<file path="config.mk">
export PLATFORM = sky130hd
export DESIGN_NAME = sm_conv_arbiter
export DESIGN_NICKNAME = d
export VERILOG_FILES = /design/src/rtl/sm_conv_arbiter.sv
export SDC_FILE = /design/constraint.sdc
export NUM_CORES = 1
export LEC_CHECK = 0
export ABC_AREA = 1
export CELL_PAD_IN_SITES_DETAIL_PLACEMENT = 0
export CELL_PAD_IN_SITES_GLOBAL_PLACEMENT = 1
export CORE_ASPECT_RATIO = 0.75
export CORE_UTILIZATION = 29
export CTS_BUF_LIST = sky130_fd_sc_hd__clkbuf_8
export CTS_CLUSTER_DIAMETER = 100
export DETAILED_ROUTE_END_ITERATION = 10
export GPL_ROUTABILITY_DRIVEN = 0
export PLACE_DENSITY = 0.78
export SLEW_MARGIN = 40
export SYNTH_ARGS = -nofsm -noshare
export SYNTH_HDL_FRONTEND = slang
export SYNTH_SLANG_ARGS = --single-unit
</file>
<file path="constraint.sdc">
create_clock -name clk -period 2.6 [get_ports clk]
set_clock_uncertainty 0.15 [all_clocks]
set_input_delay 0.52 -clock clk [delete_from_list [all_inputs] [get_ports clk]]
set_output_delay 0.52 -clock clk [all_outputs]
set_load 0.02 [all_outputs]
</file>
<file path="src/rtl/sm_conv_arbiter.sv">
// sm_conv_arbiter: round-robin arbiter sharing one sign-magnitude to two's-complement converter.
// Define SM_OVF_FLAG_EN to add the registered out_ovf range flag.
module sm_conv_arbiter #(
    parameter int N = 5,
    parameter int NREQ = 4,
    localparam int IDW = $clog2(NREQ)
) (
    input  logic              clk,
    input  logic              rst_n,
    input  logic [NREQ-1:0]   req_valid,
    input  logic [NREQ*N-1:0] req_mag,
    input  logic [NREQ-1:0]   req_sign,
    output logic [NREQ-1:0]   req_ready,
    output logic              out_valid,
    output logic [N-1:0]      out_data,
    output logic [IDW-1:0]    out_id,
`ifdef SM_OVF_FLAG_EN
    output logic              out_ovf,
`endif
    input  logic              out_ready
);
    typedef enum logic {EMPTY, FULL} state_t;
    state_t state, state_nx;
    logic [IDW-1:0] ptr, g, idx;
    logic found, can_load, accept;
    logic [N-1:0] mag, conv;

    // NREQ is a power of two, so the IDW-bit add wraps the search modulo NREQ
    always_comb begin
        found = 1'b0;
        g = '0;
        idx = '0;
        for (int k = 0; k < NREQ; k++) begin
            idx = ptr + IDW'(k);
            if (!found && req_valid[idx]) begin
                found = 1'b1;
                g = idx;
            end
        end
    end

    assign mag  = req_mag[g*N +: N];
    assign conv = req_sign[g] ? ~mag + N'(1) : mag;

    always_comb begin
        can_load  = (state == EMPTY) || out_ready;
        req_ready = (rst_n && found && can_load) ? NREQ'(1) << g : '0;
        accept    = |(req_valid & req_ready);
        out_valid = (state == FULL);
        state_nx  = accept ? FULL : (out_ready ? EMPTY : state);
    end

    always_ff @(posedge clk or negedge rst_n) begin
        if (!rst_n) begin
            state    <= EMPTY;
            out_data <= '0;
            out_id   <= '0;
            ptr      <= '0;
        end else begin
            state <= state_nx;
            if (accept) begin
                out_data <= conv;
                out_id   <= g;
                ptr      <= g + IDW'(1);
            end
        end
    end

`ifdef SM_OVF_FLAG_EN
    localparam logic [N-1:0] HALF = N'(1) << (N - 1);
    logic ovf;
    assign ovf = req_sign[g] ? (mag > HALF) : mag[N-1];

    always_ff @(posedge clk or negedge rst_n) begin
        if (!rst_n) out_ovf <= 1'b0;
        else if (accept) out_ovf <= ovf;
    end
`endif
endmodule

</file>
# Word-level counts from Yosys, hierarchy flattened
# Cells that the tools add are included.
dict set report totals {
  elab_cells 53
  ff_bits 10
  input_bits 31
  output_inout_bits 12
}
dict set report classes {
  n_mul 1
  order_cmp 5
  n_shift 2
  addsub 5
  reduce_logical 11
  bitwise 3
  n_mux 22
}
# operator count
set ops {}
lappend ops {{$shiftx 20x6->5} 1}
lappend ops {{$lt 2x3->1 const B} 5}
lappend ops {{$mux 1} 11}
lappend ops {{$bmux 1 s2} 5}
lappend ops {{$mux 2} 4}
lappend ops {{$add 5x1->5 const B} 1}
lappend ops {{$logic_and 1x1->1} 5}
lappend ops {{$mul 2x3->5 const B} 1}
lappend ops {{$mux 5} 1}
lappend ops {{$not 5->5} 1}
lappend ops {{$add 2x1->2 const B} 2}
lappend ops {{$add 2x2->2 const B} 2}
lappend ops {{$and 4x4->4} 1}
lappend ops {{$mux 4} 1}
lappend ops {{$reduce_or 4->1} 1}
lappend ops {{$shl 1x2->4 const A} 1}
lappend ops {{$logic_not 1->1} 3}
lappend ops {{$reduce_bool 2->1} 1}
lappend ops {{$logic_or 1x1->1} 1}
lappend ops {{$not 1->1} 1}

# Logic depth before layout (Yosys ltp)
dict set report logic_depth {
  depth_word 18
  ltp_mapped 19
  mapped_depth_nobuf 19
}

# Least setup slack after synthesis
# No wires, ideal clock.
dict set report synth_timing {
  kind {in2out}
  from {in req_valid[3]}
  to {out req_ready[1]}
  path_stages 10
  path_buffers 1
  path_slack_ns 0.071
  required_time_ns 1.930
  arrival_time_ns 1.859
  cell_sequence {inv_1 nand2_2 nand3_1 nand2_2 nor2_4 nand3_2 nand2_4 nand2_4 buf_6 nor3_1}
}
dict set report synth_via {
  elab_chain_cells 15
  word_cells_on_any_way 26
  classes_between {shift (1); mux (17); reduce/logical (8)}
}
# element line_no
set synth_rtl {}
lappend synth_rtl {{from (decl)} 10} ;# input logic [NREQ-1:0] req_valid,
lappend synth_rtl {{$bmux 1 s2} 35} ;# if (!found && req_valid[idx]) begin
lappend synth_rtl {{$mux 1 (implied by the code)} 35}
lappend synth_rtl {{$mux 1} 35}
lappend synth_rtl {{$logic_not 1->1} 35}
lappend synth_rtl {{$logic_and 1x1->1} 35}
lappend synth_rtl {{$mux 1} 35}
lappend synth_rtl {{$logic_not 1->1} 35}
lappend synth_rtl {{$logic_and 1x1->1} 35}
lappend synth_rtl {{$mux 1} 35}
lappend synth_rtl {{$logic_not 1->1} 35}
lappend synth_rtl {{$logic_and 1x1->1} 35}
lappend synth_rtl {{$mux 1} 35}
lappend synth_rtl {{$logic_and 1x1->1 (2 in a row)} 47} ;# req_ready = (rst_n && found && can_load) ? NREQ'(1) << g : '0;
lappend synth_rtl {{$mux 4 *} 47}
lappend synth_rtl {{to (decl)} 13} ;# output logic [NREQ-1:0] req_ready,
# Mark *: on every way between the ends. The rest lies on a longest branch, timed or not. The select of a mux whose other input is x is not followed.

# Worst setup path in the final report
dict set report layout_timing {
  from {in req_valid[2]}
  to {out req_ready[3]}
}
# The elaborated chain is that of the path after synthesis.

==> results.md <==
- Flops & latches, synth: 10
- ANT cells: 0
- CTS tree: yes
- Commonest non-fill, non-tap cell in the layout: nand2_1
- Iteration-0 DRC Markers: 72
- TritonCTS sink count: 10
- Complex-gate fraction of the synthesized area: under 10%
- Die Width: ~73 um
- Chip height: approximately 56 um
- Worst-Margin Slew: 0.2590 ns
- Synth-to-layout area growth: 89.39%
- Vias in the first global route: ~1200
- Port Buffers: 42
- Flop2flop setup slack: 0.13 ns
- RSZ-0062 raised after global routing: yes
- Max cap viols: 0
- Post-Synth Simple-Gate Area: 59.48%
- Commonest cells after routing, fill and taps aside: nand2_1 (56), clkdlybuf4s50_1 (34), buf_4 (32)
- Final setup margin: -0.03931 ns
- Yosys warnings: 0
- Final hold violation count: 0
- Clock Root Buffer: clkbuf_8
- Worst-path clk slew: 0.04 ns
- Post-Synth Adder-Cell Area: 0%
- Fraction of layout instances using a drive strength above 1: 39.85%
- Largest net degree at the start of global routing: 11
- Post-route setup TNS: -0.05056 ns
- Post-DP HPWL: ~2400 um
- Seq/Total Area, Yosys: a little under a quarter
- Final max-slew violation count: 0
- Synth unique cells: 20
- Post-Syn Area per Cell: between 5 and 6 um^2
- # IOs: between 40 and 50
- Syn Nets: between 200 and 250
- Mux cell area share after synthesis: 0%
- Status: finished, violations left
- H-tree levels: 1
- Critical path class: in -> out
- WL final: roughly 3300 um
- ANT nets after route: 0
- CP Capture Type: primary output
- Fmax: approximately 380 MHz
- Starting density of the core: approximately 30%
- Combinational family with the most area after synthesis: simple AND/OR/NAND/NOR gates
- Syn Inst Count: around 200
- Initial antenna violation count: 0
- FP Rows: 19
- Final min period: about 2.6 ns
- Startpoint types: input port
- Final setup violation count: 2
- Failing checks: negative setup slack
- Crit path DAT: around 2 ns
- CP Max Fanout: 6
- Final worst-path cycle share: 101.5%
- WL/cell: roughly 10 um
- Vias post-DR: between 1000 and 1500
- Crit path required time: 1.93 ns
- Nets: approximately 300
- Clk_lat worst skew: between 0.2 and 0.25 ns
- GRT overflow: 0
- Ranking of synthesized cells by area: nand2_1 (27%), dfrtp_1 (23%), nand3_1 (14%), inv_1 (8.1%), nand2_2 (6.2%)
- Vias/cell: about 4.4
- Yosys top cell by area: nand2_1
- Slew headroom: 82.73%
- Synth Area in XOR/XNOR: 0%
- CTS buffer count: 3
- Top cell type's share of synthesized area: about a quarter
- Worst Hold Class: reg -> reg
- DRC violations left: 0
- Area of the core: about 3700 um^2
- Synth Cell Area: 1109 um^2
- Gr usage total: between 15 and 20%
- Global-route wire length before repair: 5285 um
- Clk buf depth: 2
- Die area: just over 4000 um^2
- First-pass DRT Iterations: 4
- Hold-fix buffers, CTS: 0
## per-layer routing
metal	wire length, um	up-vias	share of wire (%)	GRT usage [%]
li1	-	762	-	-
met4	78	0	2.3	5.495
met5	0	-	0	0
met3	133	11	4.0	2.007
met2	1468	39	44	24.21
met1	1657	596	50	23.78
## sequential cells by signal, indices dropped and copies added, names as in the netlist
| signal | flops |
|---|---|
| out_valid | 1 |
| out_data | 5 |
| ptr | 2 |
| out_id | 2 |
## through the flow
| stage | worst slack [ns] | area (um^2) | hold slack (ns) | util [%] | cells |
|---|---|---|---|---|---|
| 2_1_floorplan | 0.07106 | 1109 | 0.07441 | - | 196 |
| 3_3_place_gp | -0.7374 | 1757 | 0.3133 | 47.98 | 311 |
| 3_5_place_dp | -0.7155 | 1757 | 0.3230 | 47.98 | 311 |
| 4_1_cts | 0.006116 | 1892 | 0.3343 | 51.67 | 319 |
| 5_1_grt | -0.1236 | 2100 | 0.3482 | 57.35 | 323 |
| 6_report | -0.03931 | 2100 | 0.3276 | 57.35 | 323 |
## logic make-up after synthesis
| family | after synthesis |
|---|---|
| and+or+nand+nor | 143 |
| DFF | 10 |
| buffers and inverters | 33 |
| AOI/OAI and AO/OA | 10 |
## cell type report
class	instances	area (um^2)
inverters	29	116.4
clock buffers	4	55.05
multi-input cells	153	922.1
flip-flops and latches	10	252.7
well taps	52	65.06
repair buffers	74	683.2
fillers	356	1562
repair inverters	1	5.005
## worst max-delay path: stages
cell,delay [ns]
dlygate4sd2_1,0.27
inv_2,0.08
nand2_2,0.07
nand3_2,0.10
nand2_4,0.08
nor2_4,0.16
nand3_2,0.12
nand2_4,0.11
nand2_8,0.07
nor2_4,0.12
inv_2,0.06
nor2_4,0.08
buf_6,0.12
## worst paths after layout
path	startpoint	end	cells after the start
worst max-delay path	req_valid[2]	req_ready[3]	13
worst max register to register	ptr[0]	out_data[3]	20
worst min register to register	out_data[3]	out_data[3]	2
min in group asynchronous	rst_n	out_valid	2
max in group asynchronous	rst_n	ptr[0]	2
worst min-delay path	out_data[3]	out_data[3]	2
## repair_timing
item                                    in CTS  in global routing
endpoints found under the setup margin       6                  8
hold endpoints to repair                     0                  0
pin swaps                                    9                 25
cloned                                       0                  2
setup buffers                                4                  2
gates resized for setup                     47                 45
## synthesized netlist by cell type
library cell / count
nand2_1: 79
nand3_1: 31
inv_1: 24
nand2_2: 11
nor2_1: 11
dfrtp_1: 10
inv_2: 5
o21ai_0: 4
a21oi_1: 3
buf_6: 3
nand2_4: 2
nand3_2: 2
nand3b_1: 2
nor2_4: 2
o21ai_1: 2
clkbuf_1: 1
nand4_1: 1
nor2_2: 1
nor3_1: 1
o21bai_1: 1
Power is not shown: default switching activity piles up to over one toggle a cycle in this logic, so the estimate is an artifact.
